[src/rtl/i2s_pkg.sv]
`default_nettype none
// ============================================================================
//  Module      : i2s_pkg
//  Description : Shared types and default constants for the I2S ADC receiver.
//  Revision    : 1.0 - initial release
// ============================================================================
package i2s_pkg;

    // Bits captured per channel slot unless overridden at instantiation.
    localparam int DATA_WIDTH_DEFAULT  = 24;

    // Synchronizer depth on each I2S input unless overridden.
    localparam int SYNC_STAGES_DEFAULT = 2;

    // Frame tracking state: SYNC waits for the first left slot, then the
    // receiver alternates LEFT/RIGHT on every word-select boundary.
    typedef enum logic [1:0] {
        ST_SYNC  = 2'd0,
        ST_LEFT  = 2'd1,
        ST_RIGHT = 2'd2
    } rx_state_t;

endpackage : i2s_pkg
`default_nettype wire

[src/rtl/i2s_in_sync.sv]
`default_nettype none
// ============================================================================
//  Module      : i2s_in_sync
//  Description : Multi-flop synchronizer for the three I2S inputs plus a
//                bit-clock rising-edge strobe in the clk domain.
//  Revision    : 1.0 - initial release
// ============================================================================
module i2s_in_sync #(
    parameter int SYNC_STAGES = 2
) (
    input  logic clk,
    input  logic rst,
    input  logic bclk,
    input  logic lrclk,
    input  logic adcdat,
    output logic bclk_rise,
    output logic lrclk_sync,
    output logic adcdat_sync
);

    // All three inputs travel through the same depth so that word select and
    // data stay aligned with the bit-clock edge that samples them.
    logic [SYNC_STAGES-1:0] r_bclk_ff;
    logic [SYNC_STAGES-1:0] r_lrclk_ff;
    logic [SYNC_STAGES-1:0] r_adcdat_ff;
    logic                   r_bclk_prev;

    // Shift each asynchronous input through its synchronizer chain.
    always_ff @(posedge clk) begin
        if (rst) begin
            r_bclk_ff   <= '0;
            r_lrclk_ff  <= '0;
            r_adcdat_ff <= '0;
        end else begin
            r_bclk_ff   <= {r_bclk_ff[SYNC_STAGES-2:0],   bclk};
            r_lrclk_ff  <= {r_lrclk_ff[SYNC_STAGES-2:0],  lrclk};
            r_adcdat_ff <= {r_adcdat_ff[SYNC_STAGES-2:0], adcdat};
        end
    end

    // Remember the previous synchronized bit clock for edge detection.
    always_ff @(posedge clk) begin
        if (rst) begin
            r_bclk_prev <= 1'b0;
        end else begin
            r_bclk_prev <= r_bclk_ff[SYNC_STAGES-1];
        end
    end

    assign bclk_rise   = r_bclk_ff[SYNC_STAGES-1] & ~r_bclk_prev;
    assign lrclk_sync  = r_lrclk_ff[SYNC_STAGES-1];
    assign adcdat_sync = r_adcdat_ff[SYNC_STAGES-1];

endmodule : i2s_in_sync
`default_nettype wire

[src/rtl/i2s_adc_rx.sv]
`default_nettype none
// ============================================================================
//  Module      : i2s_adc_rx
//  Description : I2S ADC receiver. Oversamples bclk/lrclk/adcdat in the clk
//                domain, captures left/right words MSB first and presents
//                them as a stereo pair with a valid/ready handshake and a
//                sticky overrun flag.
//  Revision    : 1.0 - initial release
// ============================================================================
module i2s_adc_rx
    import i2s_pkg::*;
#(
    parameter int DATA_WIDTH  = DATA_WIDTH_DEFAULT,
    parameter int SYNC_STAGES = SYNC_STAGES_DEFAULT
) (
    input  logic                  clk,
    input  logic                  rst,
    input  logic                  i2s_bclk,
    input  logic                  i2s_lrclk,
    input  logic                  i2s_adcdat,
    output logic [DATA_WIDTH-1:0] sample_left,
    output logic [DATA_WIDTH-1:0] sample_right,
    output logic                  sample_valid,
    input  logic                  sample_ready,
    output logic                  overrun,
    input  logic                  overrun_clr
);

    localparam int              CNT_W    = $clog2(DATA_WIDTH + 1);
    localparam logic [CNT_W-1:0] FULL_CNT = CNT_W'(DATA_WIDTH);

    // ------------------------------------------------------------------
    // Synchronized inputs
    // ------------------------------------------------------------------
    logic w_bclk_rise;
    logic w_lrclk_sync;
    logic w_adcdat_sync;

    i2s_in_sync #(
        .SYNC_STAGES (SYNC_STAGES)
    ) u_in_sync (
        .clk         (clk),
        .rst         (rst),
        .bclk        (i2s_bclk),
        .lrclk       (i2s_lrclk),
        .adcdat      (i2s_adcdat),
        .bclk_rise   (w_bclk_rise),
        .lrclk_sync  (w_lrclk_sync),
        .adcdat_sync (w_adcdat_sync)
    );

    // ------------------------------------------------------------------
    // Slot boundary detection
    // ------------------------------------------------------------------
    logic r_lrclk_prev;
    logic w_boundary;
    logic w_data_edge;

    assign w_boundary  = w_bclk_rise && (w_lrclk_sync != r_lrclk_prev);
    assign w_data_edge = w_bclk_rise && (w_lrclk_sync == r_lrclk_prev);

    // Track word select as seen on the previous bit-clock edge.
    always_ff @(posedge clk) begin
        if (rst) begin
            r_lrclk_prev <= 1'b0;
        end else if (w_bclk_rise) begin
            r_lrclk_prev <= w_lrclk_sync;
        end
    end

    // ------------------------------------------------------------------
    // Frame state machine
    // ------------------------------------------------------------------
    rx_state_t r_state;
    rx_state_t w_state_next;
    logic      w_capture_en;
    logic      w_end_left;
    logic      w_end_right;

    // State register.
    always_ff @(posedge clk) begin
        if (rst) begin
            r_state <= ST_SYNC;
        end else begin
            r_state <= w_state_next;
        end
    end

    // Advance only on word-select boundaries of the expected direction.
    always_comb begin
        w_state_next = r_state;
        if (w_boundary) begin
            case (r_state)
                ST_SYNC:  if (!w_lrclk_sync) w_state_next = ST_LEFT;
                ST_LEFT:  if (w_lrclk_sync)  w_state_next = ST_RIGHT;
                ST_RIGHT: if (!w_lrclk_sync) w_state_next = ST_LEFT;
                default:                     w_state_next = ST_SYNC;
            endcase
        end
    end

    // Decode capture enable and the slot-ending events from the state.
    always_comb begin
        w_capture_en = 1'b0;
        w_end_left   = 1'b0;
        w_end_right  = 1'b0;
        case (r_state)
            ST_LEFT: begin
                w_capture_en = 1'b1;
                w_end_left   = w_boundary && w_lrclk_sync;
            end
            ST_RIGHT: begin
                w_capture_en = 1'b1;
                w_end_right  = w_boundary && !w_lrclk_sync;
            end
            default: begin
                w_capture_en = 1'b0;
            end
        endcase
    end

    // ------------------------------------------------------------------
    // Channel datapath
    // ------------------------------------------------------------------
    logic [DATA_WIDTH-1:0] r_shift;
    logic [CNT_W-1:0]      r_bit_cnt;
    logic [DATA_WIDTH-1:0] r_left_hold;
    logic                  w_has_room;
    logic [DATA_WIDTH-1:0] w_final_shift;
    logic [CNT_W-1:0]      w_final_cnt;
    logic [DATA_WIDTH-1:0] w_aligned;

    assign w_has_room = (r_bit_cnt < FULL_CNT);

    // The bit sampled on a boundary edge is the LSB of the slot that is
    // ending, so it joins that word before left-alignment.
    always_comb begin
        w_final_shift = r_shift;
        w_final_cnt   = r_bit_cnt;
        if (w_has_room) begin
            w_final_shift = {r_shift[DATA_WIDTH-2:0], w_adcdat_sync};
            w_final_cnt   = r_bit_cnt + CNT_W'(1);
        end
        w_aligned = w_final_shift << (FULL_CNT - w_final_cnt);
    end

    // Shift in data bits MSB first; the counter saturates at DATA_WIDTH and
    // both are cleared at every slot boundary.
    always_ff @(posedge clk) begin
        if (rst) begin
            r_shift   <= '0;
            r_bit_cnt <= '0;
        end else if (w_boundary) begin
            r_shift   <= '0;
            r_bit_cnt <= '0;
        end else if (w_data_edge && w_capture_en && w_has_room) begin
            r_shift   <= {r_shift[DATA_WIDTH-2:0], w_adcdat_sync};
            r_bit_cnt <= r_bit_cnt + CNT_W'(1);
        end
    end

    // Hold the completed left word until its right partner arrives.
    always_ff @(posedge clk) begin
        if (rst) begin
            r_left_hold <= '0;
        end else if (w_end_left) begin
            r_left_hold <= w_aligned;
        end
    end

    // ------------------------------------------------------------------
    // Output handshake and overrun
    // ------------------------------------------------------------------
    logic w_accept_pair;
    logic w_overrun_set;

    assign w_accept_pair = w_end_right && (!sample_valid || sample_ready);
    assign w_overrun_set = w_end_right && sample_valid && !sample_ready;

    // Load a new pair when the output slot is free or being consumed now.
    always_ff @(posedge clk) begin
        if (rst) begin
            sample_left  <= '0;
            sample_right <= '0;
            sample_valid <= 1'b0;
        end else if (w_accept_pair) begin
            sample_left  <= r_left_hold;
            sample_right <= w_aligned;
            sample_valid <= 1'b1;
        end else if (sample_valid && sample_ready) begin
            sample_valid <= 1'b0;
        end
    end

    // Sticky overrun; a new drop wins over a simultaneous clear.
    always_ff @(posedge clk) begin
        if (rst) begin
            overrun <= 1'b0;
        end else if (w_overrun_set) begin
            overrun <= 1'b1;
        end else if (overrun_clr) begin
            overrun <= 1'b0;
        end
    end

endmodule : i2s_adc_rx
`default_nettype wire

[config.mk]
export PLATFORM = sky130hd
export DESIGN_NAME = i2s_adc_rx
export DESIGN_NICKNAME = d
export VERILOG_FILES = /design/src/rtl/i2s_pkg.sv /design/src/rtl/i2s_in_sync.sv /design/src/rtl/i2s_adc_rx.sv
export SDC_FILE = /design/constraint.sdc
export NUM_CORES = 1
export LEC_CHECK = 0
export BUFFER_PORTS_ARGS = -buffer_cell sky130_fd_sc_hd__buf_2
export CAP_MARGIN = 10
export CORE_UTILIZATION = 41
export DETAILED_ROUTE_END_ITERATION = 8
export GPL_ROUTABILITY_DRIVEN = 0
export PLACE_DENSITY_LB_ADDON = 0.3
export SLEW_MARGIN = 5
export SYNTH_ARGS = -nofsm -noshare
export SYNTH_HDL_FRONTEND = slang
export SYNTH_SLANG_ARGS = --single-unit
[constraint.sdc]
create_clock -name clk -period 6.85 [get_ports clk]
set_clock_uncertainty 0.1 [all_clocks]
set_input_delay 0.685 -clock clk [delete_from_list [all_inputs] [get_ports clk]]
set_output_delay 0.685 -clock clk [all_outputs]
set_load 0.02 [all_outputs]
==> out/qor.yml, run 1 <==
synth:
  avgSynthCellArea_sq_um: 8.04
  seq_area_frac_synth_pct: 38.9
  synth_edf_count: 0
  synth_nets: 734
  postSynthCellCount: 723
  syn_area_sq_um: 5810
  synth_area_leaders: "dfxtp_1, nand2_1, a21oi_1"
  ys.flop_type: "dfxtp_1"
  yosysTopAreaCellShare_pct: 38.9
  yosys_warnings: 0
  ys_types: 68
  yosysMostFrequentCell: "nand2_1"
  async_flop_share_pct: 0
  ys_top_cells_by_count: "nand2_1, dfxtp_1, a21oi_1, nor2_1, clkbuf_1"
  yosysTopAreaCell: "dfxtp_1"
  synth_seq_cells: 113
floorplan:
  core_sq_um: 13900
  die_x_microns: 121
  initial_core_util_pct: 41.9
  ios: 57
  dieArea_sq_um: 14700
  rows: 43
  die_h_microns: 121
detailed_routing:
  route.detailed.wl_per_inst_microns: 16.4
  drt-total-wl_microns: 15400
  first_pass_iters: 5
  first_iter_violations: 665
  dr_total_vias: 5487
  drc: 0
  via_per_inst: 5.83
  drtAntennaViolNets: 0
grt:
  grt_pass1_vias: 4954
  grt_max_degree: 78
  overflow: 0
  antenna_found_initial: 0
  grt_pass1_wl_microns: 25200
  grtUsageTotal_pct: 21.8
sta:
  hold_viol: 0
  tightest_slew_ns: 1.09
  rsz0062_at_grt: "no"
  timing.final.crit_period_ns: 4.17
  maxSlewViolCount: 0
  fmax_mhz: 240
  setup_viol_count_final: 0
  hold_slack_ns: 0.337
  setup_tns_ns: 0
  post-route-period-util_pct: 60.9
  relSlewSlack_pct: 27.1
layout:
  nets: 759
  num_antenna_cells: 0
  layout-drive-gt1-share_pct: 15.9
  utilization_pct: 48.6
  area_delta_synth_final_pct: 15.9
  fin_area_sq_um: 6740
setup_path:
  critPathRequiredTime_ns: 7.08
  cp.depth: 7
  start_kind: "register"
  crit_fanout: 34
  crit_type: "reg2reg"
  cp.arrival_ns: 4.40
  cpPeakStageDelay_ns: 0.90
  slowest_stage: "dfxtp_1"
  r2r_cells: 7
  crit_family: "compound AO/OA/AOI/OAI gates"
  cp_num_buf_inv: 0
  path_cells: "nand2_1 -> a21o_1 -> xnor2_2 -> mux4_2 -> o22ai_1 -> a31oi_1 -> a211oi_1"
  cp-end-kind: "register"
  regToRegSetupSlack_ns: 2.68
place:
  placed_cell_area_sq_um: 6130
  port_buffers: 56
  place_hpwl_microns: 10600
pwr:
  power_per_cell_area_nw_per_um2: 235
  ir_worst_vdd_mv: 0.169
  power_uw: 1580
  power.leakage_uw: 0.00252
clocking:
  cts_resized: 0
  cts_buffers: 17
  cts_num_sinks: 113
  clk_pin_slew_worst_paths_ns: 0.05
  clk_path_buf_depth: 2
  cts_setup_buffers: 0
  cts_hold_buf: 0
  h-tree-depth: 4
  insertion_delay_ns: 0.42
  cts_tree: "built"
  cts-root-buf: "clkbuf_16"
worst_hold_path:
  min_path_type: "reg2reg"
  hold_depth: 1
job:
  cap_viol_max_count: 0
run_status:
  outcome: "finished, final reports clean"
[logic make-up after synthesis]
group | share of synthesized area (%)
xor+xnor | 1.66
fa+ha+maj | 0.861
flops | 38.9
compound gates | 22.9
mux | 8.33
buf+inv | 4.54
simple gates | 22.8
[final timing paths]
check,start,endpoint
setup / recovery,r_bit_cnt[3],sample_right[20]
setup reg to reg,r_bit_cnt[3],sample_right[20]
hold / removal,u_in_sync.r_adcdat_ff[0],u_in_sync.r_adcdat_ff[1]
hold reg to reg,u_in_sync.r_adcdat_ff[0],u_in_sync.r_adcdat_ff[1]
[layout make-up]
type	instances	area (sq um)
multi-input cells	547	3300
clock buffers	21	460
repair buffers	60	310
flip-flops and latches	113	2260
well taps	180	225
fillers	1309	7140
clock inverters	11	154
inverters	9	33.8
[per-layer routing]
layer	up-vias	track usage [%]	wire length (microns)
li1	2640	-	-
met1	2588	28.0	6820
met2	222	35.3	7290
met3	37	5.64	1020
met4	0	7.72	277
met5	-	0	0
[worst reg2reg max path, stage by stage (launching register included)]
cell and delay, ns:
dfxtp_1 0.90, nand2_1 0.63, a21o_1 0.40, xnor2_2 0.86, mux4_2 0.65, o22ai_1 0.18
a31oi_1 0.08, a211oi_1 0.28
[power by group]
| group | leakage [uW] | internal [uW] | switching [uW] | total [uW] |
|---|---|---|---|---|
| registers | 0.000911 | 660 | 0.916 | 661 |
| clock network | 0.000294 | 593 | 311 | 905 |
| logic | 0.00131 | 5.13 | 14.6 | 19.7 |
| total | 0.00252 | 1260 | 327 | 1580 |
[metrics by stage]
step	setup slack, ns	instances
finish	2.68	941
global route	2.33	941
global placement	3.04	909
CTS	2.77	941
floorplan	4.07	723
detailed placement	2.78	909
[placed cells by master, fill, tap and decap left out, types with 5 or more instances in the layout]
cell type and count:
a211o_1 8, a211oi_1 8, a21oi_1 94, a22oi_1 7, a311oi_1 5, a31oi_1 5
and3_1 14, buf_2 56, clkbuf_16 17, dfxtp_1 113, inv_1 9, mux2_2 5
mux2i_1 18, mux4_2 11, nand2_1 150, nand2b_1 7, nand3_1 26, nor2_1 40
nor2b_1 12, nor3_1 11, o21ai_0 32, o31ai_1 8
[registers in the layout, indices dropped and copies added, names as in the netlist]
register / flops
sample_left: 24
u_in_sync.r_lrclk_ff: 2
u_in_sync.r_bclk_prev: 1
sample_valid: 1
r_shift: 24
sample_right: 24
r_state: 2
r_left_hold: 24
r_bit_cnt: 5
u_in_sync.r_adcdat_ff: 2
overrun: 1
r_lrclk_prev: 1
u_in_sync.r_bclk_ff: 2
No activity file was read; power rests on OpenSTA's default activity.
==> run 2, diff against run 1 <==
- ABC_AREA: default -> 1
- clock period: 6.85 -> 3.5 ns (I/O delays scaled with it)
==> out/qor.yml, run 2 <==
run_status:
  outcome: "finished, final reports clean"
synth:
  synth_nets: 921
  ys_top_cells_by_count: "nand2_1, nand3_1, dfxtp_1, nor2_1, o21ai_0"
  yosys_warnings: 0
  syn_area_sq_um: 6020
  yosysTopAreaCellShare_pct: 37.6
  ys_types: 30
  yosysMostFrequentCell: "nand2_1"
  yosysTopAreaCell: "dfxtp_1"
  avgSynthCellArea_sq_um: 6.61
  synth_edf_count: 0
  synth_area_leaders: "dfxtp_1, nand2_1, nand3_1"
  postSynthCellCount: 910
  ys.flop_type: "dfxtp_1"
  synth_seq_cells: 113
  seq_area_frac_synth_pct: 37.6
  async_flop_share_pct: 0
layout:
  final_common_cell: "nand2_1"
  nets: 944
  final_cell_mix: "nand2_1, nand3_1, dfxtp_1"
  layout-drive-gt1-share_pct: 13.2
  num_antenna_cells: 0
  fin_area_sq_um: 6820
  fillers: 1453
  area_delta_synth_final_pct: 13.4
sta:
  hold_viol: 0
  rsz0062_at_grt: "no"
  fmax_mhz: 367
  tightest_slew_ns: 1.01
  setup_viol_count_final: 0
  fin_ws_ns: 0.776
  relSlewSlack_pct: 32.6
  timing.final.crit_period_ns: 2.72
  maxSlewViolCount: 0
  setup_tns_ns: 0
  post-route-period-util_pct: 77.8
detailed_routing:
  drtAntennaViolNets: 0
  drt-total-wl_microns: 15200
  route.detailed.wl_per_inst_microns: 13.5
  first_pass_iters: 5
  first_iter_violations: 431
  dr_total_vias: 5797
  via_per_inst: 5.15
  drc: 0
floorplan:
  core_sq_um: 14100
  rows: 43
  die_x_microns: 123
  ios: 57
  initial_core_util_pct: 42.7
  die_h_microns: 123
  dieArea_sq_um: 15200
place:
  port_buffers: 56
  place_hpwl_microns: 10500
  place_ws_ns: 0.812
  placed_cell_area_sq_um: 6250
setup_path:
  cp.arrival_ns: 2.96
  crit_fanout: 44
  start_kind: "register"
  crit_type: "reg2reg"
  cp-end-kind: "register"
  critPathRequiredTime_ns: 3.74
pwr:
  seqPwrFrac_pct: 42.8
  power_uw: 3030
  p_sw_uw: 721
  power.leakage_uw: 0.00328
  internal-power_uw: 2300
  swShare_pct: 23.8
  ir_worst_vdd_mv: 0.370
  clkPwrFrac_pct: 55.3
  combPwrFrac_pct: 1.9
  power_per_cell_area_nw_per_um2: 443
clocking:
  clk_pin_slew_worst_paths_ns: 0.06
  cts_hold_buf: 0
  cts-root-buf: "clkbuf_16"
  cts_buffers: 17
  cts_resized: 0
  cts_setup_buffers: 0
  h-tree-depth: 4
  insertion_delay_ns: 0.42
  cts_num_sinks: 113
  clk_path_buf_depth: 2
  cts_tree: "built"
worst_hold_path:
  min_path_type: "in2reg"
grt:
  grt_pass1_vias: 5009
  overflow: 0
  grt_pass1_wl_microns: 25200
  grtUsageTotal_pct: 21.3
  antenna_found_initial: 0
  grt_max_degree: 74
job:
  cap_viol_max_count: 0
run 2: stage by stage:
step | instances | hold WS [ns] | utilization (%)
2_1_floorplan | 910 | 0.288 | -
3_3_place_gp | 1094 | 0.291 | 44.3
3_5_place_dp | 1094 | 0.296 | 44.3
4_1_cts | 1126 | 0.0151 | 48.4
5_1_grt | 1126 | 0.0375 | 48.4
6_report | 1126 | 0.0341 | 48.4
run 2: area by class of cell:
cell class              instances  area [sq um]  area share (%)
clock buffers                  17           425            6.24
clock inverters                15           149            2.18
inverters                      62           235            3.45
multi-input cells             675          3180            46.7
flip-flops and latches        113          2260            33.2
well taps                     180           225            3.30
repair buffers                 64           340            4.99
run 2: critical path, stage by stage (launching register included):
cell,delay (ns)
dfxtp_1,0.37
nand2_4,0.25
nand2_2,0.16
nand2_4,0.20
nor2_4,0.23
nand2_4,0.09
inv_2,0.06
nand2_1,0.04
nand2_1,0.39
buf_4,0.32
nand3_1,0.20
a21oi_1,0.22
run 2: cell families after synthesis:
logic type      Yosys count  synth area share, %
simple gates            512                 36.7
compound gates          157                 14.6
buf+inv                 122                 9.59
flops                   113                 37.6
fa+ha+maj                 4                0.832
xor+xnor                  2                0.728
run 2: path summary, 6_finish.rpt:
check	end	slack, ns	startpoint	cells past startpoint
max	sample_right[6]	0.78	r_bit_cnt[4]	11
min	u_in_sync.r_adcdat_ff[0]	0.03	i2s_adcdat	3
max reg2reg	sample_right[6]	0.78	r_bit_cnt[4]	11
min reg2reg	u_in_sync.r_bclk_ff[1]	0.30	u_in_sync.r_bclk_ff[0]	2
run 2: routing by layer:
layer / part of all wire [%] / vias to the layer above / track usage [%]
met5: 0 / - / 0
met4: 1.5 / 0 / 7.53
met3: 5.1 / 20 / 5.72
met2: 43 / 150 / 30.8
met1: 50 / 2589 / 30.3
li1: - / 3038 / -
run 2: power groups by stage:
stage | Combinational [uW] | Sequential [uW] | Clock [uW]
2_1_floorplan | 43.8 | 1320 | 0
3_3_place_gp | 55.3 | 1320 | 0
3_5_place_dp | 55.7 | 1320 | 0
4_1_cts | 56.0 | 1290 | 1710
5_1_grt | 63.4 | 1290 | 1770
6_report | 56.1 | 1290 | 1670
